**src/rtl/uart_pkg.sv**
```systemverilog
// Shared types for the UART frame packer: FSM states, header size and frame info record.
package uart_pkg;

  localparam int HDR_BYTES = 4;

  typedef enum logic [1:0] {
    S_HDR     = 2'd0,
    S_PAYLOAD = 2'd1,
    S_DROP    = 2'd2
  } state_e;

  typedef struct packed {
    logic [31:0] task_number;
    logic [31:0] num_valid_bytes;
  } frame_info_t;

endpackage

```
**src/rtl/word_fifo_fwft.sv**
```systemverilog
// First-word-fall-through FIFO; a pop in the same cycle frees room for a push even when full.
module word_fifo_fwft #(
  parameter int WIDTH = 33,
  parameter int DEPTH = 16,
  localparam int AW   = $clog2(DEPTH)
) (
  input  logic             clk_i,
  input  logic             rst_ni,
  input  logic             wr_en_i,
  input  logic [WIDTH-1:0] wr_data_i,
  input  logic             rd_en_i,
  output logic [WIDTH-1:0] rd_data_o,
  output logic             full_o,
  output logic             empty_o,
  output logic [AW:0]      count_o
);

  logic [WIDTH-1:0] mem_q [DEPTH];
  logic [AW:0]      wr_ptr_q, rd_ptr_q;
  logic             do_wr, do_rd;

  assign empty_o   = (wr_ptr_q == rd_ptr_q);
  assign full_o    = (wr_ptr_q[AW] != rd_ptr_q[AW]) && (wr_ptr_q[AW-1:0] == rd_ptr_q[AW-1:0]);
  assign do_rd     = rd_en_i && !empty_o;
  assign do_wr     = wr_en_i && (!full_o || do_rd);
  assign count_o   = wr_ptr_q - rd_ptr_q;
  assign rd_data_o = mem_q[rd_ptr_q[AW-1:0]];

  always_ff @(posedge clk_i or negedge rst_ni) begin
    if (!rst_ni) begin
      wr_ptr_q <= '0;
      rd_ptr_q <= '0;
    end else begin
      if (do_wr) wr_ptr_q <= wr_ptr_q + 1'b1;
      if (do_rd) rd_ptr_q <= rd_ptr_q + 1'b1;
    end
  end

  always_ff @(posedge clk_i) begin
    if (do_wr) mem_q[wr_ptr_q[AW-1:0]] <= wr_data_i;
  end

endmodule

```
**src/rtl/uart_frame_packer.sv**
```systemverilog
// Parses task/length headers from UART bytes and packs the payload into 32-bit stream words.
// Optional inter-byte timeout: define UART_FRAME_PACKER_TIMEOUT_EN.
module uart_frame_packer
  import uart_pkg::*;
#(
  parameter int WORD_FIFO_DEPTH   = 16,
  parameter int MAX_PAYLOAD_BYTES = 4096,
  parameter int TIMEOUT_CYCLES    = 1000000
) (
  input  logic        i_clk,
  input  logic        i_rst_n,
  input  logic [7:0]  i_rx_data,
  input  logic        i_rx_valid,
  output logic [31:0] o_tdata,
  output logic        o_tvalid,
  output logic        o_tlast,
  input  logic        i_tready,
  output logic [31:0] o_task_number,
  output logic [31:0] o_num_valid_bytes_in_last_sample,
  output logic        o_err,
  output logic        o_busy
);

  localparam int AW = $clog2(WORD_FIFO_DEPTH);

  state_e      state_q, state_d;
  logic [23:0] cnt_q, cnt_d, len_q, len_d;
  logic [7:0]  task_q, task_d;
  logic [31:0] pack_q, pack_d;
  frame_info_t pend_q, pend_d, info_q, info_d;
  logic        pend_vld_q, pend_vld_d;
  logic        pushed_q, pushed_d;
  // armed: the pending frame's first word sits first_pos words behind the FIFO head
  logic        armed_q, armed_d;
  logic [AW:0] first_pos_q, first_pos_d;
  logic        err_q, err_d;

  logic [31:0] word;
  logic [23:0] hdr_len;
  logic        hdr_bad, pay_last, push_req, push, pop, fifo_room, tmo_fire;
  logic [32:0] push_data, fifo_rd;
  logic        fifo_full, fifo_empty;
  logic [AW:0] fifo_cnt;

  assign hdr_len   = {i_rx_data, len_q[15:0]};
  assign hdr_bad   = (hdr_len == 24'd0) || (32'(hdr_len) > 32'(MAX_PAYLOAD_BYTES));
  assign pay_last  = (cnt_q == len_q - 24'd1);
  assign pop       = !fifo_empty && i_tready;
  assign fifo_room = !fifo_full || pop;

`ifdef UART_FRAME_PACKER_TIMEOUT_EN
  logic [31:0] tmo_q;
  logic        tmo_active;
  assign tmo_active = (state_q != S_HDR) || (cnt_q[1:0] != 2'd0);
  assign tmo_fire   = tmo_active && !i_rx_valid && (tmo_q == 32'(TIMEOUT_CYCLES - 1));

  always_ff @(posedge i_clk or negedge i_rst_n) begin
    if (!i_rst_n)                                 tmo_q <= '0;
    else if (i_rx_valid || !tmo_active || tmo_fire) tmo_q <= '0;
    else                                          tmo_q <= tmo_q + 32'd1;
  end
`else
  assign tmo_fire = 1'b0;
`endif

  always_ff @(posedge i_clk or negedge i_rst_n) begin
    if (!i_rst_n) begin
      state_q     <= S_HDR;
      cnt_q       <= '0;
      len_q       <= '0;
      task_q      <= '0;
      pack_q      <= '0;
      pend_q      <= '0;
      info_q      <= '0;
      pend_vld_q  <= 1'b0;
      pushed_q    <= 1'b0;
      armed_q     <= 1'b0;
      first_pos_q <= '0;
      err_q       <= 1'b0;
    end else begin
      state_q     <= state_d;
      cnt_q       <= cnt_d;
      len_q       <= len_d;
      task_q      <= task_d;
      pack_q      <= pack_d;
      pend_q      <= pend_d;
      info_q      <= info_d;
      pend_vld_q  <= pend_vld_d;
      pushed_q    <= pushed_d;
      armed_q     <= armed_d;
      first_pos_q <= first_pos_d;
      err_q       <= err_d;
    end
  end

  // Control outputs: word assembly, push request and error pulse.
  always_comb begin
    word = (cnt_q[1:0] == 2'd0) ? 32'd0 : pack_q;
    for (int l = 0; l < 4; l++)
      if (cnt_q[1:0] == 2'(l)) word[8*l +: 8] = i_rx_data;
    push_req  = 1'b0;
    push_data = {pay_last, word};
    err_d     = 1'b0;
    if (tmo_fire) begin
      err_d = 1'b1;
      if (state_q == S_PAYLOAD && cnt_q[1:0] != 2'd0) begin
        push_req  = 1'b1;
        push_data = {1'b1, pack_q};
      end
    end else if (i_rx_valid) begin
      case (state_q)
        S_HDR:     if (cnt_q[1:0] == 2'(HDR_BYTES - 1)) err_d = hdr_bad || pend_vld_q;
        S_PAYLOAD: if (cnt_q[1:0] == 2'd3 || pay_last) begin
                     push_req = 1'b1;
                     err_d    = !fifo_room;
                   end
        default: ;
      endcase
    end
    push = push_req && fifo_room;
  end

  always_comb begin
    state_d     = state_q;
    cnt_d       = cnt_q;
    len_d       = len_q;
    task_d      = task_q;
    pack_d      = pack_q;
    pend_d      = pend_q;
    info_d      = info_q;
    pend_vld_d  = pend_vld_q;
    pushed_d    = pushed_q;
    armed_d     = armed_q;
    first_pos_d = first_pos_q;

    if (pop && armed_q) begin
      if (first_pos_q == '0) begin
        info_d     = pend_q;
        pend_vld_d = 1'b0;
        armed_d    = 1'b0;
      end else begin
        first_pos_d = first_pos_q - 1'b1;
      end
    end
    if (push) begin
      pushed_d = 1'b1;
      if (!pushed_q) begin
        armed_d     = 1'b1;
        first_pos_d = fifo_cnt - {{AW{1'b0}}, pop};
      end
    end

    if (tmo_fire) begin
      state_d = S_HDR;
      cnt_d   = '0;
      if (state_q == S_PAYLOAD && !pushed_q && !push) pend_vld_d = 1'b0;
    end else if (i_rx_valid) begin
      case (state_q)
        S_HDR: begin
          cnt_d = cnt_q + 24'd1;
          case (cnt_q[1:0])
            2'd0: task_d       = i_rx_data;
            2'd1: len_d[7:0]   = i_rx_data;
            2'd2: len_d[15:8]  = i_rx_data;
            default: begin
              cnt_d = '0;
              len_d = hdr_len;
              if (!hdr_bad) begin
                if (pend_vld_q) begin
                  state_d = S_DROP;
                end else begin
                  pend_d.task_number     = {24'd0, task_q};
                  pend_d.num_valid_bytes = (hdr_len[1:0] == 2'd0) ? 32'd4 : {30'd0, hdr_len[1:0]};
                  pend_vld_d = 1'b1;
                  pushed_d   = 1'b0;
                  state_d    = S_PAYLOAD;
                end
              end
            end
          endcase
        end
        S_PAYLOAD: begin
          pack_d = word;
          cnt_d  = cnt_q + 24'd1;
          if (push_req && !fifo_room) begin
            if (!pushed_q) pend_vld_d = 1'b0;
            state_d = pay_last ? S_HDR : S_DROP;
            if (pay_last) cnt_d = '0;
          end else if (pay_last) begin
            state_d = S_HDR;
            cnt_d   = '0;
          end
        end
        S_DROP: begin
          if (pay_last) begin
            state_d = S_HDR;
            cnt_d   = '0;
          end else begin
            cnt_d = cnt_q + 24'd1;
          end
        end
        default: state_d = S_HDR;
      endcase
    end
  end

  word_fifo_fwft #(.WIDTH(33), .DEPTH(WORD_FIFO_DEPTH)) u_fifo (
    .clk_i     (i_clk),
    .rst_ni    (i_rst_n),
    .wr_en_i   (push),
    .wr_data_i (push_data),
    .rd_en_i   (i_tready),
    .rd_data_o (fifo_rd),
    .full_o    (fifo_full),
    .empty_o   (fifo_empty),
    .count_o   (fifo_cnt)
  );

  assign o_tvalid = !fifo_empty;
  assign o_tdata  = fifo_empty ? 32'd0 : fifo_rd[31:0];
  assign o_tlast  = !fifo_empty && fifo_rd[32];
  assign o_task_number                    = info_q.task_number;
  assign o_num_valid_bytes_in_last_sample = info_q.num_valid_bytes;
  assign o_err  = err_q;
  assign o_busy = (state_q != S_HDR) || (cnt_q[1:0] != 2'd0) || !fifo_empty;

endmodule

```
**config.mk**
```make
export PLATFORM = sky130hd
export DESIGN_NAME = uart_frame_packer
export DESIGN_NICKNAME = d
export VERILOG_FILES = /design/src/rtl/uart_pkg.sv /design/src/rtl/word_fifo_fwft.sv /design/src/rtl/uart_frame_packer.sv
export SDC_FILE = /design/constraint.sdc
export NUM_CORES = 1
export LEC_CHECK = 0
export CORE_AREA = 2 2 207 310
export DETAILED_ROUTE_END_ITERATION = 12
export DIE_AREA = 0 0 209 312
export PLACE_DENSITY_LB_ADDON = 0.12
export SLEW_MARGIN = 10
export SYNTH_ARGS = -nofsm -noshare
export SYNTH_HDL_FRONTEND = slang
export SYNTH_SLANG_ARGS = --single-unit
```
**constraint.sdc**
```tcl
create_clock -name i_clk -period 5.1 [get_ports i_clk]
set_clock_uncertainty 0.15 [all_clocks]
set_input_delay 0.51 -clock i_clk [delete_from_list [all_inputs] [get_ports i_clk]]
set_output_delay 0.51 -clock i_clk [all_outputs]
set_load 0.005 [all_outputs]
```
==> impl_results.md <==
- Status: finished clean
- WP data arrival: 4.78 ns
- Relative slew slack: 30.2%
- Vias in the first global route: 15,000
- Crit-path cells: inv_1 -> ha_1 -> nor3b_1 -> a21oi_1 -> or4_1 -> nand4bb_1 -> nor4b_4 -> a21oi_2 -> nor3_1 -> buf_4 -> and3_2 -> buf_4
- Worst-Margin Slew: 1.05 ns
- Initial antenna violation count: 3
- Vias per inst: 5.73
- GPL Wtd Cong: 0.831
- Fraction of registers with async set/reset: 19.9%
- Crit end category: flip-flop
- Worst R2R End: u_fifo.mem_q[12][29]$_DFFE_PP_
- Post-route ant nets: 0
- Via count: 14,500
- Share of layout cells above drive strength 1: 24.8%
- Pre-antenna DRT Iters: 5
- Synthesis-stage register bit count: 659
- RSZ-0062 raised after global routing: false
- CP bufs+invs: 3
- Hold buffer count at CTS: 1
- Kind of critical path: flip-flop to flip-flop
- N_diodes: 0
- Dpl cells: 2,416
- Largest stage delay, worst path: 0.70 ns
- Avg WL per Cell: 26.1 um
- Reg-to-Reg Start: len_q[0]$_DFFE_PN0P_
- Clock sink count: 659
- Sequential area share after synthesis: 68.6%
- Hold Vio Cnt, Final: 0
- Initial drt markers: 893
- Nets@finish: 1,717
- R2R Setup Slk: 0.50 ns
- Max Clk Rate: 0.218 GHz
- Post-Syn Area: 0.0279 mm^2
- Hold path endpoint: pack_q[4]$_DFFE_PN0P_
- P&R area growth vs syn: 13.6%
- EDFF count, synth: 528
- Power per Cell Area: 582 mW/mm^2
- TritonCTS clock tree: yes
- Die ar.: 0.0652 mm^2
- Row count: 112
- VDD IR max: 390 uV
- Total Routed Length: 66,100 um
- Num CTS Buffers: 61
- Setup violators final: 0
- Synth Instances: 1,598
- Die Span Y: 312 um
- Min Tclk post-route: 4.60 ns
- # Post-CTS Setup Buffers: 0
- Yosys Warn Count: 0
- Root Buffer: clkbuf_16
- Skew-Pair Late Insertion Delay: 0.62 ns
- Worst path slowest cell: nor3b_1
- I/O pin cnt: 112
- Gr ovfl total: 0
- Unique masters post-synth: 69
- Core area: 0.0624 mm^2
- Finished Layout Cells: 2,531
- Pin count of the biggest net entering global routing: 90
- Req. time, crit path: 5.29 ns
- Top delay family on crit path: simple AND/OR/NAND/NOR gates
- Crit Path Max Fanout: 14
- MaxCap Viol Count: 0
- Min-delay src: pack_q[4]$_DFFE_PN0P_
- H-tree Lvls: 2
- Tot GR Track Use: 20.3%
- First-pass GRT wire length: 97,800 um
- Hpwl dp: 43,100 um
- Max-slew violation count: 0
- CP Launch Type: flip-flop
- CTS max path bufs: 3
- Setup WS post-layout: 0.504 ns
- Final worst path period share: 90.1%
- Clock Pin Slew Worst Setup and Hold Paths: 0.06 ns
- Worst r2r path cells: 12
- Starting Density: 44.7%
- LEAKAGE: 0.0111 uW
- Worst hold slack: 0.326 ns
- Main flop type after synthesis: edfxtp_1
- Syn Area/Cell: 17.4 um^2
- Worst hold path stage count: 2
- Cts repair resizes: 0
- Die X: 209 um
- Layout Utilization: 50.8%
- Hold Crit Class: flip-flop to flip-flop
- Place WS: 0.485 ns
- Most Frequent Cell on Critical Path: buf_4
- IO Port Bufs: 58
- # DRC: 0
sequential cells by signal, indices dropped and copies added, names as in the netlist:
| name | cells |
|---|---|
| u_fifo.mem_q | 528 |
| pack_q | 32 |
| cnt_q | 24 |
| len_q | 24 |
| pend_q | 11 |
| o_task_number | 8 |
| task_q | 8 |
| first_pos_q | 5 |
| u_fifo.rd_ptr_q | 5 |
| u_fifo.wr_ptr_q | 5 |
| o_num_valid_bytes_in_last_sample | 3 |
| state_q | 2 |
| armed_q | 1 |
| o_err | 1 |
| pend_vld_q | 1 |
| pushed_q | 1 |
Yosys cell counts, drive strengths merged (11+ instances only):
cell type  number  area share [%]
xor2           11            0.35
mux4          165              13
nor4           12            0.34
and2           37            0.83
nand3          35            0.63
xnor2          32             1.0
inv            22            0.30
and3           29            0.65
a21oi          12            0.23
buf            79             1.8
edfxtp        528              57
a22o           28            0.88
dfrtp         131              12
o21ai          15            0.27
ha             21            0.94
nand2         138             1.9
nor3           29            0.52
mux2           67             2.7
nand4          14            0.31
clkbuf         65            0.88
nor2           27            0.36
power breakdown:
| group | switching [uW] | total, uW | leakage [uW] | internal (uW) |
|---|---|---|---|---|
| sequential | 628 | 7520 | 0.00644 | 6890 |
| combinational | 3320 | 6280 | 0.00364 | 2950 |
| clock | 2030 | 4630 | 0.000999 | 2600 |
| total | 5980 | 18400 | 0.0111 | 12400 |
layout make-up:
class                           instances  area, um^2
Clock buffer                           70        1580
Timing Repair Buffer                  113        1250
Tap cell                              798         998
Fill cell                            5052       30700
Clock inverter                         44         457
Sequential cell                       659       19100
Inverter                               22        82.6
Multi-Input combinational cell        825        8160
worst max-delay path by stage:
stage,startpoint,end,slack [ns],cells after the start
after floorplan,len_q[0]$_DFFE_PN0P_,u_fifo.mem_q[11][0]$_DFFE_PP_,-0.49,10
after global placement,len_q[0]$_DFFE_PN0P_,u_fifo.mem_q[12][29]$_DFFE_PP_,0.57,12
after detailed placement,len_q[0]$_DFFE_PN0P_,u_fifo.mem_q[12][29]$_DFFE_PP_,0.48,12
after CTS,len_q[0]$_DFFE_PN0P_,u_fifo.mem_q[12][29]$_DFFE_PP_,0.49,12
after global routing,len_q[0]$_DFFE_PN0P_,u_fifo.mem_q[12][17]$_DFFE_PP_,0.16,12
final,len_q[0]$_DFFE_PN0P_,u_fifo.mem_q[12][29]$_DFFE_PP_,0.50,12
tightest hold or removal path, cell delays in order (launching register included):
cell and delay, ns:
dfrtp_1 0.34, nand2_1 0.05, nand2_1 0.06
stage by stage:
step / area [um^2] / TNS [ns] / total power [uW]
final: 31700 / 0 / 18400
after global routing: 31700 / 0 / 19300
after CTS: 31700 / 0 / 18700
after detailed placement: 29600 / 0 / 14000
after global placement: 29600 / 0 / 13900
after floorplan: 28100 / -48.90 / 11400
metal layers:
metal	global-route usage, %	wire [um]
met5	0	27
met2	36.4	34900
met4	6.90	2250
met1	25.2	26200
met3	3.20	2800
kinds of logic (layout without fill, tap and decap cells):
group,after synthesis,after routing,share of synthesized area (%)
multiplexers,237,237,16.2
AND/OR/NAND/NOR,372,372,6.99
buffers and inverters,166,249,2.97
AO/OA/AOI/OAI,97,97,2.72
flip-flops,659,659,68.6
XOR/XNOR,43,43,1.35
adder cells (fa/ha/maj),23,23,1.09
other,1,53,0.0135
placed cells by master, fill, tap and decap left out, types with 11 or more instances in the layout:
| cell | n |
|---|---|
| nand3_1 | 35 |
| and2_1 | 37 |
| dfrtp_1 | 127 |
| nor3_1 | 25 |
| mux4_2 | 165 |
| nand4_1 | 14 |
| conb_1 | 53 |
| xnor2_1 | 32 |
| clkdlybuf4s50_1 | 57 |
| xor2_1 | 11 |
| a21oi_1 | 11 |
| clkbuf_16 | 62 |
| edfxtp_1 | 528 |
| mux2_2 | 65 |
| and3_2 | 12 |
| o21ai_0 | 15 |
| and3_1 | 17 |
| nor2_1 | 27 |
| a22o_1 | 28 |
| buf_4 | 34 |
| ha_1 | 21 |
| nand2_1 | 138 |
| buf_12 | 20 |
| clkinv_2 | 18 |
| inv_1 | 21 |
Power figures use the tool's default switching activity.
